### src/rtl/multi_port_axi_bridge_pkg.sv
// Shared types and AXI constants for the multi-port SRAM-to-AXI3 bridge.
package multi_port_axi_bridge_pkg;

    // Wide enough to index up to four master ports.
    localparam int PORT_IDX_W = 2;

    localparam logic [1:0] AXI_BURST_INCR  = 2'b01;
    localparam logic [7:0] AXI_LEN_SINGLE  = 8'd0;
    localparam logic [1:0] AXI_LOCK_NORMAL = 2'b00;
    localparam logic [3:0] AXI_CACHE_NONE  = 4'b0000;
    localparam logic [2:0] AXI_PROT_NONE   = 3'b000;

    typedef enum logic {AR_IDLE, AR_BUSY} ar_state_e;
    typedef enum logic [1:0] {W_IDLE, W_ADDR, W_RESP} w_state_e;

    // Latched read request.
    typedef struct packed {
        logic [31:0]           addr;
        logic [1:0]            size;
        logic [PORT_IDX_W-1:0] port;
    } rd_req_t;

    // Latched write request.
    typedef struct packed {
        logic [31:0]           addr;
        logic [31:0]           wdata;
        logic [3:0]            wstrb;
        logic [1:0]            size;
        logic [PORT_IDX_W-1:0] port;
    } wr_req_t;

    // Round-robin pointer successor: one past the granted port, wrapping at n.
    function automatic logic [PORT_IDX_W-1:0] rr_next(input logic [PORT_IDX_W-1:0] idx,
                                                      input int n);
        rr_next = (int'(idx) == n - 1) ? '0 : idx + 1'b1;
    endfunction

endpackage

### src/rtl/multi_port_axi_bridge_rr_arbiter.sv
// Round-robin arbiter: first requester at or after ptr (wrapping) wins.
module rr_arbiter
    import multi_port_axi_bridge_pkg::*;
#(
    parameter int N = 2
) (
    input  logic [N-1:0]          req,
    input  logic [PORT_IDX_W-1:0] ptr,
    output logic [N-1:0]          grant
);

    logic found;

    // Scan offsets from ptr; only the first hit gets the one-hot grant.
    always_comb begin
        grant = '0;
        found = 1'b0;
        for (int k = 0; k < N; k++) begin
            for (int i = 0; i < N; i++) begin
                if (!found && req[i] && ((int'(ptr) + k) % N == i)) begin
                    grant[i] = 1'b1;
                    found    = 1'b1;
                end
            end
        end
    end

endmodule

### src/rtl/multi_port_axi_bridge.sv
// Bridges NUM_PORTS SRAM-like masters onto one AXI3 master, single-beat only.
module multi_port_axi_bridge
    import multi_port_axi_bridge_pkg::*;
#(
    parameter int NUM_PORTS = 2,
    parameter int RD_DEPTH  = 2
) (
    input  logic                        aclk,
    input  logic                        reset,
    input  logic [NUM_PORTS-1:0]        port_req,
    input  logic [NUM_PORTS-1:0]        port_wr,
    input  logic [NUM_PORTS-1:0][1:0]   port_size,
    input  logic [NUM_PORTS-1:0][31:0]  port_addr,
    input  logic [NUM_PORTS-1:0][31:0]  port_wdata,
    input  logic [NUM_PORTS-1:0][3:0]   port_wstrb,
    output logic [NUM_PORTS-1:0]        port_addr_ok,
    output logic [NUM_PORTS-1:0]        port_data_ok,
    output logic [31:0]                 port_rdata,
    output logic [3:0]                  arid,
    output logic [31:0]                 araddr,
    output logic [7:0]                  arlen,
    output logic [2:0]                  arsize,
    output logic [1:0]                  arburst,
    output logic [1:0]                  arlock,
    output logic [3:0]                  arcache,
    output logic [2:0]                  arprot,
    output logic                        arvalid,
    input  logic                        arready,
    input  logic [3:0]                  rid,
    input  logic [31:0]                 rdata,
    input  logic [1:0]                  rresp,
    input  logic                        rlast,
    input  logic                        rvalid,
    output logic                        rready,
    output logic [3:0]                  awid,
    output logic [31:0]                 awaddr,
    output logic [7:0]                  awlen,
    output logic [2:0]                  awsize,
    output logic [1:0]                  awburst,
    output logic [1:0]                  awlock,
    output logic [3:0]                  awcache,
    output logic [2:0]                  awprot,
    output logic                        awvalid,
    input  logic                        awready,
    output logic [3:0]                  wid,
    output logic [31:0]                 wdata,
    output logic [3:0]                  wstrb,
    output logic                        wlast,
    output logic                        wvalid,
    input  logic                        wready,
    input  logic [3:0]                  bid,
    input  logic [1:0]                  bresp,
    input  logic                        bvalid,
    output logic                        bready
);

    localparam int CNT_W = 3;

    ar_state_e                        ar_state, ar_state_nxt;
    w_state_e                         w_state, w_state_nxt;
    logic [NUM_PORTS-1:0][CNT_W-1:0]  rd_cnt;
    logic [PORT_IDX_W-1:0]            rd_ptr, wr_ptr;
    rd_req_t                          rd_q, rd_sel;
    wr_req_t                          wr_q, wr_sel;
    logic                             aw_pend, w_pend;
    logic [NUM_PORTS-1:0]             rd_req, wr_req, rd_gnt, wr_gnt;
    logic [NUM_PORTS-1:0]             r_hit, b_hit;
    logic                             rd_take, wr_take, rd_outstanding;
    logic                             ar_hs, aw_hs, w_hs, r_hs, b_hs;
    logic                             unused_resp;

    // Response status and rlast carry nothing for single-beat OKAY-agnostic traffic.
    assign unused_resp = ^{rresp, bresp, rlast};

    assign rready = !reset;
    assign ar_hs  = arvalid && arready;
    assign aw_hs  = awvalid && awready;
    assign w_hs   = wvalid && wready;
    assign r_hs   = rvalid && rready;
    assign b_hs   = bvalid && bready;

    // Per-port eligibility, RAW hazard against the in-flight write, response routing.
    always_comb begin
        rd_outstanding = 1'b0;
        rd_req = '0;
        wr_req = '0;
        r_hit  = '0;
        b_hit  = '0;
        for (int i = 0; i < NUM_PORTS; i++) begin
            rd_req[i] = !reset && (ar_state == AR_IDLE) && port_req[i] && !port_wr[i]
                        && (rd_cnt[i] < CNT_W'(RD_DEPTH))
                        && !((w_state != W_IDLE) && (port_addr[i][31:2] == wr_q.addr[31:2]));
            wr_req[i] = !reset && (w_state == W_IDLE) && port_req[i] && port_wr[i];
            if (rd_cnt[i] != '0) rd_outstanding = 1'b1;
            // A return for a port with nothing outstanding is stale (pre-reset) and dropped.
            r_hit[i] = r_hs && (rid == 4'(i)) && (rd_cnt[i] != '0);
            b_hit[i] = b_hs && (bid == 4'(i));
        end
        // Writes only start once every read has come back.
        if (rd_outstanding) wr_req = '0;
    end

    rr_arbiter #(.N(NUM_PORTS)) u_rd_arb (.req(rd_req), .ptr(rd_ptr), .grant(rd_gnt));
    rr_arbiter #(.N(NUM_PORTS)) u_wr_arb (.req(wr_req), .ptr(wr_ptr), .grant(wr_gnt));

    assign rd_take      = |rd_gnt;
    assign wr_take      = |wr_gnt;
    assign port_addr_ok = rd_gnt | wr_gnt;

    // Mux the granted port's request fields for latching.
    always_comb begin
        rd_sel = '0;
        wr_sel = '0;
        for (int i = 0; i < NUM_PORTS; i++) begin
            if (rd_gnt[i]) begin
                rd_sel.addr = port_addr[i];
                rd_sel.size = port_size[i];
                rd_sel.port = PORT_IDX_W'(i);
            end
            if (wr_gnt[i]) begin
                wr_sel.addr  = port_addr[i];
                wr_sel.wdata = port_wdata[i];
                wr_sel.wstrb = port_wstrb[i];
                wr_sel.size  = port_size[i];
                wr_sel.port  = PORT_IDX_W'(i);
            end
        end
    end

    // Read FSM next state and AR valid.
    always_comb begin
        ar_state_nxt = ar_state;
        arvalid      = 1'b0;
        case (ar_state)
            AR_IDLE: if (rd_take) ar_state_nxt = AR_BUSY;
            AR_BUSY: begin
                arvalid = 1'b1;
                if (ar_hs) ar_state_nxt = AR_IDLE;
            end
            default: ar_state_nxt = AR_IDLE;
        endcase
    end

    // Write FSM next state and B ready; B yields to a same-port R to keep data_ok single-pulse.
    always_comb begin
        w_state_nxt = w_state;
        bready      = 1'b0;
        case (w_state)
            W_IDLE: if (wr_take) w_state_nxt = W_ADDR;
            W_ADDR: if ((!aw_pend || aw_hs) && (!w_pend || w_hs)) w_state_nxt = W_RESP;
            W_RESP: begin
                bready = !reset && !(rvalid && (rid == 4'(wr_q.port)));
                if (b_hs) w_state_nxt = W_IDLE;
            end
            default: w_state_nxt = W_IDLE;
        endcase
    end

    // State registers.
    always_ff @(posedge aclk) begin
        if (reset) begin
            ar_state <= AR_IDLE;
            w_state  <= W_IDLE;
        end else begin
            ar_state <= ar_state_nxt;
            w_state  <= w_state_nxt;
        end
    end

    // Request latches, pointers, AW/W pending flags, counters and responses.
    always_ff @(posedge aclk) begin
        if (reset) begin
            rd_q         <= '0;
            wr_q         <= '0;
            rd_ptr       <= '0;
            wr_ptr       <= '0;
            aw_pend      <= 1'b0;
            w_pend       <= 1'b0;
            rd_cnt       <= '0;
            port_data_ok <= '0;
            port_rdata   <= '0;
        end else begin
            if (rd_take) begin
                rd_q   <= rd_sel;
                rd_ptr <= rr_next(rd_sel.port, NUM_PORTS);
            end
            if (wr_take) begin
                wr_q    <= wr_sel;
                wr_ptr  <= rr_next(wr_sel.port, NUM_PORTS);
                aw_pend <= 1'b1;
                w_pend  <= 1'b1;
            end else begin
                if (aw_hs) aw_pend <= 1'b0;
                if (w_hs)  w_pend  <= 1'b0;
            end
            for (int i = 0; i < NUM_PORTS; i++) begin
                case ({rd_gnt[i], r_hit[i]})
                    2'b10:   rd_cnt[i] <= rd_cnt[i] + 1'b1;
                    2'b01:   rd_cnt[i] <= rd_cnt[i] - 1'b1;
                    default: rd_cnt[i] <= rd_cnt[i];
                endcase
            end
            port_data_ok <= r_hit | b_hit;
            if (|r_hit) port_rdata <= rdata;
        end
    end

    assign arid    = 4'(rd_q.port);
    assign araddr  = rd_q.addr;
    assign arlen   = AXI_LEN_SINGLE;
    assign arsize  = {1'b0, rd_q.size};
    assign arburst = AXI_BURST_INCR;
    assign arlock  = AXI_LOCK_NORMAL;
    assign arcache = AXI_CACHE_NONE;
    assign arprot  = AXI_PROT_NONE;

    assign awid    = 4'(wr_q.port);
    assign awaddr  = wr_q.addr;
    assign awlen   = AXI_LEN_SINGLE;
    assign awsize  = {1'b0, wr_q.size};
    assign awburst = AXI_BURST_INCR;
    assign awlock  = AXI_LOCK_NORMAL;
    assign awcache = AXI_CACHE_NONE;
    assign awprot  = AXI_PROT_NONE;
    assign awvalid = aw_pend;

    assign wid     = 4'(wr_q.port);
    assign wdata   = wr_q.wdata;
    assign wstrb   = wr_q.wstrb;
    assign wlast   = 1'b1;
    assign wvalid  = w_pend;

endmodule

### config.mk
export PLATFORM = sky130hd
export DESIGN_NAME = multi_port_axi_bridge
export DESIGN_NICKNAME = d
export VERILOG_FILES = /design/src/rtl/multi_port_axi_bridge_pkg.sv /design/src/rtl/multi_port_axi_bridge_rr_arbiter.sv /design/src/rtl/multi_port_axi_bridge.sv
export SDC_FILE = /design/constraint.sdc
export NUM_CORES = 1
export LEC_CHECK = 0
export ABC_CLOCK_PERIOD_IN_PS = 3400
export BUFFER_PORTS_ARGS = -buffer_cell sky130_fd_sc_hd__buf_4
export CORE_MARGIN = 2
export CORE_UTILIZATION = 32
export DETAILED_ROUTE_END_ITERATION = 16
export PLACE_DENSITY = 0.68
export SETUP_SLACK_MARGIN = 0.05
export SLEW_MARGIN = 20
export SYNTH_ARGS = -nofsm -noshare
export SYNTH_HDL_FRONTEND = slang
export SYNTH_SLANG_ARGS = --single-unit
export TNS_END_PERCENT = 10
### constraint.sdc
create_clock -name aclk -period 3.4 [get_ports aclk]
set_input_delay 0.68 -clock aclk [delete_from_list [all_inputs] [get_ports aclk]]
set_output_delay 0.68 -clock aclk [all_outputs]
set_load 0.01 [all_outputs]
==> results.tsv <==
stage	metric	value	unit
global_route	grt_pass1_wl	38070	um
clock_tree	cts_setup_buffers	0	
yosys	syn_area_per_cell	8.783	um2
global_route	grt_start_max_net_pins	77	
setup_path	slowest_stage	or4_4	
floorplan	start_util	0.3252	
hold_path	hold_path.class	flop to flop	
detailed_routing	wl_per_cell	17.61	um
detailed_routing	first_iter_violations	419	
setup_path	ff2ff_path_depth	12	
finish	antenna_cells	0	
detailed_routing	drt_wl_total	25130	um
setup_path	endpoint_kind	output port	
clock_tree	postCtsHoldBufs	0	
yosys	synth_edf_count	0	
sta	layout_min_cycle_time	3.165	ns
finish	final_cell_mix	buf_4, dfxtp_1, nand2_1, a21oi_1, a22oi_1	
floorplan	io_pins	394	
detailed_routing	ant_nets	0	
sta	max_freq	0.3159	GHz
floorplan	die_w	152.9	um
floorplan	placementRows	54	
setup_path	path_common_cell	buf_4	
setup_path	worst_setup_path_start_kind	flop	
global_route	antenna_found_initial	0	
sta	slew_violations	0	
sta	timing.final.hold_violations	0	
yosys	synth_area	0.007097	mm2
yosys	synthArstFlopShare	0	
pwr	leakage	4.446	nW
clock_tree	clockBufferDepth	2	
setup_path	required	2.72	ns
clock_tree	cts-resized-gates	0	
setup_path	path_class	flop to output port	
sta	finClkSkew	0.01737	ns
yosys	synth_top_area_share	0.4316	
floorplan	die_area	0.02338	mm2
place	place_congestion	0.8494	
pwr	power.density	468.6	mW/mm2
hold_path	holdPathStages	2	
floorplan	fp.dieH	152.9	um
finish	final_util	0.4778	
detailed_routing	dr.pass1.iters	5	
pwr	vdd_drop_max	0.0002800	V
pwr	power.switching	1.338	mW
yosys	yosysUniqueCellTypes	44	
pwr	sw_frac_of_total	0.2738	
sta	max_slew_margin	0.4358	
clock_tree	root_buffer	clkbuf_16	
pwr	p_int	3.548	mW
pwr	p_seq_frac	0.406	
yosys	netlist_top_cells_area	dfxtp_1, a21oi_1, a22oi_1	
setup_path	cp_max_fo	5	
sta	rsz0062_at_grt	false	
place	place_inst	1394	
finish	fin_nets	1334	
setup_path	cpPeakStageDelay	0.58	ns
setup_path	critical_path_arrival	2.49	ns
global_route	overflow	0	
yosys	synth_seq_cells	153	
clock_tree	h-tree-depth	4	
setup_path	cp_cell_sequence	nor2_1 > or4_4 > nor4_4 > nand2_2 > o211a_1 > buf_4 > or2_1 > buf_4	
finish	layout_commonest_cell	buf_4	
yosys	synthesis.instances	808	
detailed_routing	drc	0	
clock_tree	insertion_delay	0.42	ns
sta	fin_setup_tns	0	ns
global_route	grt_pass1_vias	6857	
place	portBuffers	338	
sta	setup_viol	0	
yosys	ys_seq_area_frac	0.4316	
yosys	synth_ff_type	dfxtp_1	
clock_tree	tritoncts	yes	
detailed_routing	avgViaCountPerCell	4.947	
clock_tree	cts-buffers-inserted	17	
detailed_routing	dr_total_vias	7060	
finish	final_layout_size_suffix_gt1_frac	0.3548	
pwr	combPwrFrac	0.181	
floorplan	core_area	0.02182	mm2
outcome	status	completed	
finish	syn2layout_area_growth	46.91	%
place	dp.final_hpwl	18130	um
sta	fin_crit_sh	0.9309	
clock_tree	clkTransAtPathRegs	0.06	ns
sta	tightest_slew	0.8463	ns
flow_run	cap_violations	0	
yosys	synth.yosys.warnings	0	
pwr	clkPwrFrac	0.414	
global_route	grtUsageTotal	0.2047	
yosys	yosysTopAreaCell	dfxtp_1	
clock_tree	cts_sinks	153	
finish	fin_cells	1427	
## worst paths after layout
path / startpoint / to / slack, ns
setup / recovery: w_state[0] / port_addr_ok[0] / 0.23
setup reg to reg: w_state[0] / rd_cnt[2] / 0.50
hold / removal: port_rdata[15] / port_rdata[15] / 0.45
hold reg to reg: port_rdata[15] / port_rdata[15] / 0.45
## per-layer routing
layer	vias to the layer above	GRT usage	share of wire
li1	3408	-	-
met1	3327	0.2540	0.42
met2	295	0.3485	0.50
met3	30	0.05359	0.065
met4	0	0.06261	0.020
met5	-	0	0
## cell families (layout without fill, tap and decap cells)
kind of cell / count (synthesis) / count (layout) / share of synthesized area
and+or+nand+nor: 240 / 240 / 0.1648
xor gates and xnor gates: 65 / 65 / 0.08022
other: 2 / 50 / 0.001058
adders and majority gates: 4 / 4 / 0.009168
buffers and inverters: 115 / 406 / 0.09644
DFF: 153 / 153 / 0.4316
AOI/OAI and AO/OA: 229 / 229 / 0.2167
## power groups by stage
stage                     sequential [mW]  combinational (mW)  clock [mW]
after floorplan                      2.05               0.398           0
after global placement               2.02               0.873           0
after detailed placement             2.02               0.880           0
after CTS                            1.98               0.883        2.06
after global routing                 1.99               0.950        2.15
final                                1.98               0.883        2.02
## cell type report
cell class | instances | area (um2)
Inverter | 10 | 37.54
Tap cell | 280 | 350.3
Clock buffer | 20 | 456.7
Fill cell | 2093 | 11400
Multi-Input combinational cell | 588 | 3578
Sequential cell | 153 | 3063
Timing Repair Buffer | 364 | 2778
Clock inverter | 12 | 162.7
## metrics by stage
step	hold slack, ns	instance area, um2	worst slack [ns]	power (mW)
2_1_floorplan	0.4570	7277	0.1373	2.449
3_3_place_gp	0.4389	9779	0.1310	2.890
3_5_place_dp	0.4443	9779	0.1374	2.899
4_1_cts	0.4353	10400	0.1951	4.926
5_1_grt	0.4398	10430	0.08537	5.091
6_report	0.4489	10430	0.2349	4.885
## registers in the layout, summed over array words and instances, names as in the netlist
name          count
ar_state          1
araddr           32
arid              1
arsize            2
awaddr           32
awid              1
awsize            2
awvalid           1
port_data_ok      2
port_rdata       32
rd_cnt            6
rd_ptr            1
w_state           2
wdata            32
wr_ptr            1
wstrb             4
wvalid            1
## cells in the mapped netlist (3+ instances only)
master,instances
a21oi_1,113
a221o_1,35
a22oi_1,70
and2_1,3
buf_1,3
buf_2,7
buf_4,51
buf_6,7
clkbuf_1,37
dfxtp_1,153
inv_1,10
nand2_1,139
nand2b_1,3
nand3_1,4
nand4_1,9
nor2_1,18
nor3_1,6
nor3b_1,34
nor4_1,10
or3_1,4
xnor2_1,28
xor2_1,37
## worst max-delay path: cells and delay by family, from the launching register on
kind	cells	cell delay, ns
compound gates	1	0.13
buf+inv	2	0.28
flops	1	0.38
simple gates	5	1.27
(Power assumes the default switching activity.)
